File: src/rtl/dpwm_generator.sv
// -----------------------------------------------------------------------------
// dpwm_generator
//   DPWM output stage fed by the frequency memory. A prescaler divides CLK
//   into timebase ticks. A tick counter then walks through one PWM period of
//   'frecuencia' ticks. The period and compare values live in shadow registers
//   that are reloaded only at a period wrap or when the block is enabled, so a
//   period already in progress is never cut short or stretched by new inputs.
//
// Parameters
//   PRESC_DIV  CLK cycles per timebase tick
//   PRESC_W    prescaler width, must hold PRESC_DIV-1
//
// Ports
//   CLK         in   system clock
//   RST         in   asynchronous, active-high reset
//   enable      in   1 = generate PWM, 0 = idle with output low
//   frecuencia  in   [7:0] period in ticks (values below 2 are clamped to 2)
//   duty        in   [3:0] duty level n, high time = n/16 of the period
//   pwm_out     out  registered PWM waveform
//   period_end  out  one-CLK pulse marking the end of each completed period
//   running     out  high while the FSM is in RUN
// -----------------------------------------------------------------------------
module dpwm_generator #(
  parameter int PRESC_DIV = 100,
  parameter int PRESC_W   = 7
) (
  input  logic       CLK,
  input  logic       RST,
  input  logic       enable,
  input  logic [7:0] frecuencia,
  input  logic [3:0] duty,
  output logic       pwm_out,
  output logic       period_end,
  output logic       running
);

  typedef enum logic {IDLE, RUN} state_t;

  state_t             state, state_nx;
  logic [PRESC_W-1:0] presc;
  logic [7:0]         cnt;
  logic [7:0]         per_sh;
  logic [7:0]         cmp_sh;

  logic [7:0]  per;
  logic [11:0] prod;
  logic [7:0]  cmp;
  logic        tick;
  logic        wrap;
  logic        pwm_d;
  logic        pe_d;
  logic        run_d;

  // Period clamp and compare value, computed from the live inputs. They only
  // reach the waveform through the shadow registers.
  assign per  = (frecuencia < 8'd2) ? 8'd2 : frecuencia;
  assign prod = {4'd0, per} * {8'd0, duty};
  assign cmp  = prod[11:4];

  assign tick = (presc == PRESC_W'(PRESC_DIV - 1));
  assign wrap = tick && (cnt == per_sh - 8'd1);

  // State register
  // NOTE: every clocked process uses non-blocking assignments so all flops
  // sample the pre-edge values, independent of process evaluation order.
  always_ff @(posedge CLK or posedge RST) begin
    if (RST) state <= IDLE;
    else     state <= state_nx;
  end

  // Next-state logic
  // NOTE: each combinational output gets a default before the case so no
  // path leaves it unassigned, which would infer a latch.
  always_comb begin
    state_nx = state;
    case (state)
      IDLE:    if (enable)  state_nx = RUN;
      RUN:     if (!enable) state_nx = IDLE;
      default: state_nx = IDLE;
    endcase
  end

  // Output logic. Dropping enable takes priority over a wrap that happens on
  // the same edge, so an abort never produces period_end. pwm_out is forced
  // low on the abort edge itself.
  always_comb begin
    pwm_d = 1'b0;
    pe_d  = 1'b0;
    run_d = (state_nx == RUN);
    if (state == RUN && enable) begin
      pwm_d = (cnt < cmp_sh);
      pe_d  = wrap;
    end
  end

  // Datapath: prescaler, tick counter, shadows and registered outputs
  always_ff @(posedge CLK or posedge RST) begin
    if (RST) begin
      presc      <= '0;
      cnt        <= '0;
      per_sh     <= '0;
      cmp_sh     <= '0;
      pwm_out    <= 1'b0;
      period_end <= 1'b0;
      running    <= 1'b0;
    end else begin
      pwm_out    <= pwm_d;
      period_end <= pe_d;
      running    <= run_d;

      if (state == IDLE) begin
        presc <= '0;
        cnt   <= '0;
        if (enable) begin
          per_sh <= per;
          cmp_sh <= cmp;
        end
      end else if (!enable) begin
        // Abort: leave the counters clean for the next IDLE->RUN start.
        presc <= '0;
        cnt   <= '0;
      end else begin
        presc <= tick ? '0 : presc + PRESC_W'(1);
        if (wrap) begin
          cnt    <= '0;
          per_sh <= per;
          cmp_sh <= cmp;
        end else if (tick) begin
          cnt <= cnt + 8'd1;
        end
      end
    end
  end

endmodule

File: config.mk
export PLATFORM = sky130hd
export DESIGN_NAME = dpwm_generator
export DESIGN_NICKNAME = d
export VERILOG_FILES = /design/src/rtl/dpwm_generator.sv
export SDC_FILE = /design/constraint.sdc
export NUM_CORES = 1
export LEC_CHECK = 0
export ABC_AREA = 1
export CAP_MARGIN = 0
export CORE_UTILIZATION = 25
export CTS_BUF_LIST = sky130_fd_sc_hd__clkbuf_4 sky130_fd_sc_hd__clkbuf_8 sky130_fd_sc_hd__clkbuf_16
export DETAILED_ROUTE_END_ITERATION = 7
export GPL_ROUTABILITY_DRIVEN = 0
export PLACE_DENSITY = 0.46
export SYNTH_ARGS = -nofsm -noshare
export SYNTH_HDL_FRONTEND = slang
export SYNTH_SLANG_ARGS = --single-unit
File: constraint.sdc
create_clock -name CLK -period 2.1 [get_ports CLK]
set_input_delay 0.42 -clock CLK [delete_from_list [all_inputs] [get_ports CLK]]
set_output_delay 0.42 -clock CLK [all_outputs]
set_load 0.05 [all_outputs]
==> results of run 1 <==
stage by stage:
stage	utilization [%]	cell area, um2	TNS (ns)	power (W)	worst slack (ns)
floorplan	-	2910	-6.45	0.00130	-0.863
global placement	33.0	3630	-12.09	0.00162	-1.61
detailed placement	33.0	3630	-12.42	0.00163	-1.67
CTS	35.8	3930	-5.44	0.00246	-0.748
global route	37.4	4110	-6.80	0.00270	-0.856
finish	37.4	4110	-5.20	0.00251	-0.712
synthesized netlist by cell type, types with 2 or more instances:
cell type  count
buf_6          2
clkbuf_1       5
nand2_1       95
xnor2_1        6
nor2_2         2
inv_1         81
nor3b_1        2
ha_1          24
fa_1          11
nor2_1        28
dfrtp_1       34
o21ai_2        4
and3_1         2
nand4_1        4
nand3_1       25
xor2_1        10
nor3_1         8
o22ai_1        4
a21oi_1       13
o21ai_0       15
report_power, final:
part,leakage [nW],total [W],switching (W),internal (W)
combinational,1.61,0.00104,0.000537,0.000504
sequential,0.447,0.000766,0.0000397,0.000726
clock,0.0688,0.000708,0.000251,0.000458
total,2.13,0.00251,0.000827,0.00169
registers in the layout, indices dropped and copies added (netlist names):
register / cells
cmp_sh: 8
per_sh: 8
period_end: 1
pwm_out: 1
presc: 7
cnt: 8
running: 1
final cells by class:
cell class	count	area share [%]
Sequential cell	34	20.7
Inverter	81	7.39
Clock buffer	6	3.38
Multi-Input combinational cell	264	47.7
Timing Repair Buffer	81	16.6
Tap cell	140	4.26
layer usage:
layer	track usage (%)	vias up
li1	-	1361
met1	16.3	1192
met2	23.8	33
met3	1.97	7
met4	4.44	0
met5	0	-
repair_timing:
action,4_1_cts,5_1_grt
setup endpoints to repair,8,24
cloned,0,1
pin swaps,40,21
gates resized for setup,85,39
buffers inserted,6,4
worst reg2reg max path: cells and delay by family (launching register included):
family                     cells  cell delay [ns]
DFF                            1             0.37
AOI/OAI and AO/OA              2             0.23
xor gates and xnor gates       1             0.13
adders and majority gates      1             0.32
and+or+nand+nor                6             0.51
buffers and inverters          3             0.39
cells in the final DEF (no fill, tap or decap), drive strengths merged:
cell type,count
mux2i,1
buf,73
a21o,1
nor2,30
a21oi,14
nor3,8
nand2,96
dlymetal6s2s,1
ha,24
dfrtp,34
nor3b,2
o21ai,20
or2,1
and3,2
clkbuf,7
a211oi,1
nand3,26
o22ai,4
dlygate4sd2,1
clkdlybuf4s50,5
fa,11
inv,81
xor2,10
nand3b,1
xnor3,1
nand4,4
o21bai,1
xnor2,6
logic make-up (layout without fill, tap and decap cells):
logic type	after synthesis	after routing	synth area share, %
compound gates	41	41	8.54
xor+xnor	17	17	5.70
fa+ha+maj	35	35	18.2
buf+inv	88	168	12.1
flops	34	34	29.8
mux	1	1	0.351
simple gates	170	170	25.3
final timing paths:
kind / start / end / slack (ns) / cells past startpoint
worst min-delay path: presc[0] / presc[0] / 0.46 / 1
min in group asynchronous: RST / presc[5] / 0.55 / 3
worst max-delay path: frecuencia[4] / cmp_sh[6] / -0.71 / 21
max in group asynchronous: RST / per_sh[0] / 1.24 / 3
worst min register to register: presc[0] / presc[0] / 0.46 / 1
worst max register to register: per_sh[1] / cmp_sh[7] / 0.08 / 13
==> reports/metrics.yaml, run 1 <==
num-fill-cells: 1179
hold_path.class: "reg -> reg"
worstPathArrival_ns: 2.98
worstMarginPinSlew_ns: 0.515
cts_max_level: 2
synth_area_leaders: "dfrtp_1, nand2_1, inv_1, ha_1, fa_1"
area_growth_syn_to_layout_pct: 44.0
max_freq_ghz: 0.356
fin_nets: 517
relSlewSlack_pct: 65.6
ir_drop_mv: 0.400
numClockSinks: 34
cpMostUsedCell: "nand2_2"
grt_start_max_net_pins: 35
yosysWarnings: 0
cp-start-kind: "input pin"
dr_wl_met3_um: 148
die_h_um: 109
whs_ns: 0.465
std_cell_rows: 38
topRoutingLayerUsed: "met4"
p_leak_nw: 2.13
crit_path_cell_trace: "buf_6 > nor2_4 > nand2_4 > nor2_4 > nor2_4 > nand2_2 > fa_1 > fa_1 > inv_2 > ha_4 > nand3_2 > nor3_2 > nand2_1 > nand2_2 > nand2_2 > nand2_2 > nand2_2 > nand2_1 > nand2_1 > nand3_1 > nand2_1"
critPathRequiredTime_ns: 2.27
clockBufferDepth: 2
synth_area_leader_cell: "dfrtp_1"
portBuffers: 17
cp_top_family: "simple AND/OR/NAND/NOR gates"
finalMaxSlewViolations: 0
wire_per_inst_um: 11.7
fp.dieW_um: 109
wl_met2_mm: 3.47
dp_cells: 589
dp_hpwl_mm: 5.44
track_usage_pct: 13.3
cts_tree: "done"
syn_inst: 386
drt_first_pass_iters: 4
criticalPathCategory: "in -> reg"
clk_latency_ns: 0.28
post-route-period-util_pct: 134
drive_gt1_share_pct: 31.1
path_buf_inv: 2
core_um2: 11000
viasPerCell: 4.28
synth_nets: 436
hold_viol_final: 0
ys_seq_elements: 34
slowest_stage: "fa_1"
rsz0062_at_grt: "yes"
netlist_area_um2: 2860
drc_errors: 0
grt_pass1_wl_mm: 12.3
cts_hold_buf: 0
p_per_area_nw_per_um2: 611
critPathMaxStageDelay_ns: 0.51
diodes: 0
grt_pass1_vias: 2680
drt-met1-wl_mm: 3.35
drv_cap: 0
synth-edff-count: 0
ctsRootBufferMaster: "clkbuf_16"
synth.distinct_cells: 31
period_needed_ns: 2.81
multi_input_area_um2: 1960
grt-ovfl-total: 0
critPathCaptureType: "flop"
path_max_fanout: 3
violations: "setup timing"
routed_wl_mm: 7.06
ff_latch_area_um2: 851
clk_pin_slew_worst_paths_ns: 0.05
run_status: "complete, but fails checks"
ant_nets: 0
vias: 2593
syn-mean-instance-area_um2: 7.40
finClkSkew_ns: 0.00413
ios: 18
setup_violations: 8
synth_top_area_share_pct: 29.8
yosysSeqAreaShare_pct: 29.8
synth_top_flop_cell: "dfrtp_1"
layout.cells.non_filler: 606
ys_async_sr_fraction_pct: 100
grt_antenna_before_repair: 0
drtIter0Drc: 111
layout_setup_ws_ns: -0.712
numCtsBuffers: 5
dieArea_um2: 11900
start_util_pct: 26.0
Power figures use the tool's default switching activity.
==> inputs of run 2 (changes only) <==
--- a/config.mk
+++ b/config.mk
@@ -11,6 +11,7 @@
 export CTS_BUF_LIST = sky130_fd_sc_hd__clkbuf_4 sky130_fd_sc_hd__clkbuf_8 sky130_fd_sc_hd__clkbuf_16
 export DETAILED_ROUTE_END_ITERATION = 7
 export GPL_ROUTABILITY_DRIVEN = 0
+export GPL_TIMING_DRIVEN = 0
 export PLACE_DENSITY = 0.46
 export SYNTH_ARGS = -nofsm -noshare
 export SYNTH_HDL_FRONTEND = slang
==> reports/metrics.yaml, run 2 (synthesized netlist as in run 1, its figures left out) <==
setup_violations: 8
grt_pass1_wl_mm: 11.5
crit_path_cell_trace: "buf_8 > nor2_4 > nand2_4 > nor2_4 > nor2_2 > nand2_1 > fa_1 > fa_1 > inv_2 > ha_4 > nand3_4 > nor3_4 > nand2_2 > nand2_2 > nand2_2 > nand2_2 > nand2_2 > nand2_1 > nand2_1 > nand3_2 > nand2_1"
rr_startpoint: "per_sh[0]"
ctsRootBufferMaster: "clkbuf_16"
drc_errors: 0
violations: "setup timing"
finalMaxSlewViolations: 0
cpMostUsedCell: "nand2_2"
post-route-period-util_pct: 140
drv_cap: 0
layout_setup_ws_ns: -0.834
grt-ovfl-total: 0
viasPerCell: 4.43
layout_common_cells: "nand2_1, inv_1, dfrtp_1"
portBuffers: 13
die_h_um: 109
relSlewSlack_pct: 51.7
worstPathArrival_ns: 3.10
layout_commonest_cell: "nand2_1"
fp.dieW_um: 109
clk_pin_slew_worst_paths_ns: 0.05
track_usage_pct: 12.4
diodes: 0
ir_drop_mv: 0.370
cp-start-kind: "input pin"
rsz0062_at_grt: "yes"
fin_nets: 476
std_cell_rows: 38
criticalPathCategory: "in -> reg"
dp_hpwl_mm: 5.05
grt_pass1_vias: 2480
critPathMaxStageDelay_ns: 0.50
ff_latch_area_um2: 851
start_util_pct: 26.0
hold_viol_final: 0
period_needed_ns: 2.93
grt_antenna_before_repair: 0
p_leak_nw: 1.93
critPathCaptureType: "flop"
r2r_slack_ns: 0.15
multi_input_area_um2: 1950
path_max_fanout: 6
area_growth_syn_to_layout_pct: 33.7
p_per_area_nw_per_um2: 659
cp_top_family: "simple AND/OR/NAND/NOR gates"
endpoint: "cmp_sh[6]"
grt_start_max_net_pins: 35
vias: 2509
wire_per_inst_um: 12.2
path_depth: 21
ant_nets: 0
clockBufferDepth: 2
power_w: 0.00252
finClkSkew_ns: 0.00694
slowest_stage: "fa_1"
drt_first_pass_iters: 4
drtIter0Drc: 96
fin_util_pct: 34.8
reg.largest.list: "cmp_sh x8, cnt x8, per_sh x8"
critPathLaunch: "frecuencia[5]"
r2r_cells: 12
fin_area_um2: 3820
path_buf_inv: 2
dpl_cell_area_um2: 3220
numClockSinks: 34
cts_tree: "done"
run_status: "complete, but fails checks"
cts_max_level: 2
clk_latency_ns: 0.27
hold_path.class: "in -> reg"
numCtsBuffers: 5
ios: 18
drive_gt1_share_pct: 22.5
max_freq_ghz: 0.341
dieArea_um2: 11900
num-fill-cells: 1153
worst_r2r_endpoint: "cmp_sh[7]"
routed_wl_mm: 6.91
critPathRequiredTime_ns: 2.27
worstMarginPinSlew_ns: 0.723
core_um2: 11000
==> run 2: layer usage <==
metal  wire, um  part of all wire (%)  global-route usage, %  vias to the layer above
met3        124                   1.8                   1.79                        6
li1           -                     -                      -                     1284
met1       3250                    47                   15.6                     1195
met5          0                     0                      0                        -
met2       3470                    50                   22.4                       24
met4         61                  0.88                   2.61                        0
==> run 2: worst min path at each step <==
stage | from | cells past startpoint | to
global placement | presc[0] | 1 | presc[0]
global route | frecuencia[7] | 3 | per_sh[7]
floorplan | presc[0] | 1 | presc[0]
CTS | frecuencia[7] | 3 | per_sh[7]
finish | frecuencia[7] | 3 | per_sh[7]
detailed placement | presc[0] | 1 | presc[0]
==> run 2: where the power goes <==
group	switching, W	internal, W	total [W]
clock network	0.000250	0.000584	0.000835
logic	0.000518	0.000400	0.000918
registers	0.0000387	0.000726	0.000764
total	0.000807	0.00171	0.00252
==> run 2: worst min-delay path: stages <==
cell and delay (ns):
buf_6 0.11, nand2_1 0.06, nand2_1 0.05
==> run 2: what timing repair did <==
action | in CTS | in global routing
cloned | 1 | 1
hold buffers | 0 | 0
setup buffers | 10 | 8
pin swaps | 26 | 26
endpoints found under the setup margin | 16 | 24
hold endpoints to repair | 0 | 0
gates resized for setup | 80 | 42
==> run 2: area by class of cell <==
cell class	count	share of cell area (%)
Multi-Input combinational cell	264	51.2
Sequential cell	34	22.3
Timing Repair Buffer	33	8.39
Inverter	81	7.96
Tap cell	140	4.59
Clock buffer	6	3.64
Buffer	7	1.18
Clock inverter	1	0.786
==> run 2: per-stage QoR <==
| stage | setup WS (ns) | instances | setup TNS [ns] | hold WS, ns |
|---|---|---|---|---|
| 2_1_floorplan | -0.863 | 386 | -6.45 | 0.433 |
| 3_3_place_gp | -1.86 | 539 | -14.46 | 0.452 |
| 3_5_place_dp | -1.84 | 539 | -14.55 | 0.452 |
| 4_1_cts | -0.839 | 557 | -6.15 | 0.380 |
| 5_1_grt | -0.971 | 566 | -7.07 | 0.390 |
| 6_report | -0.834 | 566 | -5.93 | 0.389 |
==> inputs of run 3 (changes only) <==
--- a/config.mk
+++ b/config.mk
@@ -13,6 +13,8 @@
 export GPL_ROUTABILITY_DRIVEN = 0
 export GPL_TIMING_DRIVEN = 0
 export PLACE_DENSITY = 0.46
+export REMOVE_ABC_BUFFERS = 1
+export SKIP_LAST_GASP = 1
 export SYNTH_ARGS = -nofsm -noshare
 export SYNTH_HDL_FRONTEND = slang
 export SYNTH_SLANG_ARGS = --single-unit
==> reports/metrics.yaml, run 3 (synthesized netlist as in run 1, its figures left out) <==
run_status: "complete, but fails checks"
violations: "setup timing"
viasPerCell: 4.39
period_needed_ns: 3.01
p_leak_nw: 2.01
area_growth_syn_to_layout_pct: 38.6
ctsRootBufferMaster: "clkbuf_16"
layout_common_cells: "nand2_1, inv_1, dfrtp_1"
std_cell_rows: 38
core_um2: 11000
clk_pin_slew_worst_paths_ns: 0.05
max_freq_ghz: 0.332
drt_first_pass_iters: 4
multi_input_area_um2: 1990
critPathMaxStageDelay_ns: 0.58
drive_gt1_share_pct: 26.1
start_util_pct: 26.0
clk_latency_ns: 0.28
fin_area_um2: 3960
layout.cells.non_filler: 576
fp.dieW_um: 109
num-fill-cells: 1118
path_max_fanout: 4
p_per_area_nw_per_um2: 623
track_usage_pct: 12.5
r2r_slack_ns: 0.09
numClockSinks: 34
post-route-period-util_pct: 144
relSlewSlack_pct: 52.1
ios: 18
drtIter0Drc: 112
dpl_cell_area_um2: 3160
fin_nets: 485
worstMarginPinSlew_ns: 0.717
layout_setup_ws_ns: -0.914
grt_start_max_net_pins: 35
vias: 2526
critPathCaptureType: "flop"
portBuffers: 17
worstPathArrival_ns: 3.19
drc_errors: 0
clockBufferDepth: 2
diodes: 0
ff_latch_area_um2: 851
cpMostUsedCell: "nand2_2"
ant_nets: 0
slowest_stage: "fa_1"
criticalPathCategory: "in -> reg"
routed_wl_mm: 6.98
cp-start-kind: "input pin"
setup_violations: 8
layout_commonest_cell: "nand2_1"
grt_antenna_before_repair: 0
drv_cap: 0
setup_tns_ns: -6.51
finClkSkew_ns: 0.00227
power_w: 0.00247
ir_drop_mv: 0.265
grt-ovfl-total: 0
cts_tree: "done"
reg.largest.list: "cmp_sh x8, cnt x8, per_sh x8"
crit_path_cell_trace: "buf_12 > nor2_4 > nand2_4 > o21ai_4 > nand2_2 > fa_1 > fa_1 > inv_2 > ha_4 > nand3_4 > nor3_2 > nand2_1 > nand2_2 > nand2_2 > nand2_4 > nand2_4 > nand2_2 > nand2_2 > nand3_2 > nand2_1"
cts_max_level: 2
grt_pass1_vias: 2526
hold_path.class: "in -> reg"
numCtsBuffers: 5
wire_per_inst_um: 12.1
critPathRequiredTime_ns: 2.27
hold_viol_final: 0
die_h_um: 109
finalMaxSlewViolations: 0
rsz0062_at_grt: "yes"
grt_pass1_wl_mm: 11.5
dp_hpwl_mm: 4.82
dp_cells: 536
dieArea_um2: 11900
-- run 3: changes by cell type in the layout (fill, tap and decap cells not counted), moves of 3 or more --
cell      previous run  this run
buf_12               2         5
buf_4               18        30
buf_6                7         1
clkbuf_2             3         0
nand2_1             84        79
nand2_2              8        11
-- run 3: cell type report --
class / instances / share of cell area (%)
multi-input combinational: 264 / 50.4
sequential: 34 / 21.5
timing repair buffer: 49 / 12.2
inverter: 81 / 7.68
tap: 140 / 4.43
clock buffer: 7 / 3.70
clock inverter: 1 / 0.126
-- run 3: worst paths after layout --
path / start / to / depth (start not counted)
setup / recovery: frecuencia[6] / cmp_sh[6] / 20
max in group asynchronous: RST / presc[6] / 2
hold / removal: frecuencia[5] / per_sh[5] / 3
min in group asynchronous: RST / cmp_sh[4] / 2
setup reg to reg: per_sh[0] / cmp_sh[5] / 13
hold reg to reg: presc[0] / presc[0] / 1
-- run 3: power breakdown --
group	leakage, nW	switching (W)	internal [W]
clock network	0.0773	0.000280	0.000483
registers	0.447	0.0000397	0.000725
logic	1.49	0.000519	0.000421
-- run 3: critical path, delay by kind of cell --
kind,cells,cell delay (ns)
fa+ha+maj,3,1.32
compound gates,1,0.18
simple gates,14,1.09
buf+inv,2,0.17
-- run 3: repair_timing --
action,4_1_cts,5_1_grt
setup buffers,22,12
cloned,0,1
pin swaps,29,27
endpoints found under the setup margin,16,24
resized for setup,110,39
hold buffers,0,0
-- run 3: through the flow --
step | setup slack, ns | hold slack, ns | util (%)
2_1_floorplan | -0.986 | 0.433 | -
4_1_cts | -0.910 | 0.385 | 33.7
3_5_place_dp | -2.00 | 0.464 | 28.8
3_3_place_gp | -1.99 | 0.460 | 28.8
5_1_grt | -1.02 | 0.374 | 36.0
6_report | -0.914 | 0.365 | 36.0
-- run 3: layer usage --
layer  global-route usage, %  vias up  wire (um)  part of all wire (%)
met3                    1.79       13        137                   2.0
met2                    22.4       32       3480                    50
met5                       0        -          0                     0
met1                    15.0     1185       3210                    46
li1                        -     1296          -                     -
met4                    4.63        0        141                   2.0
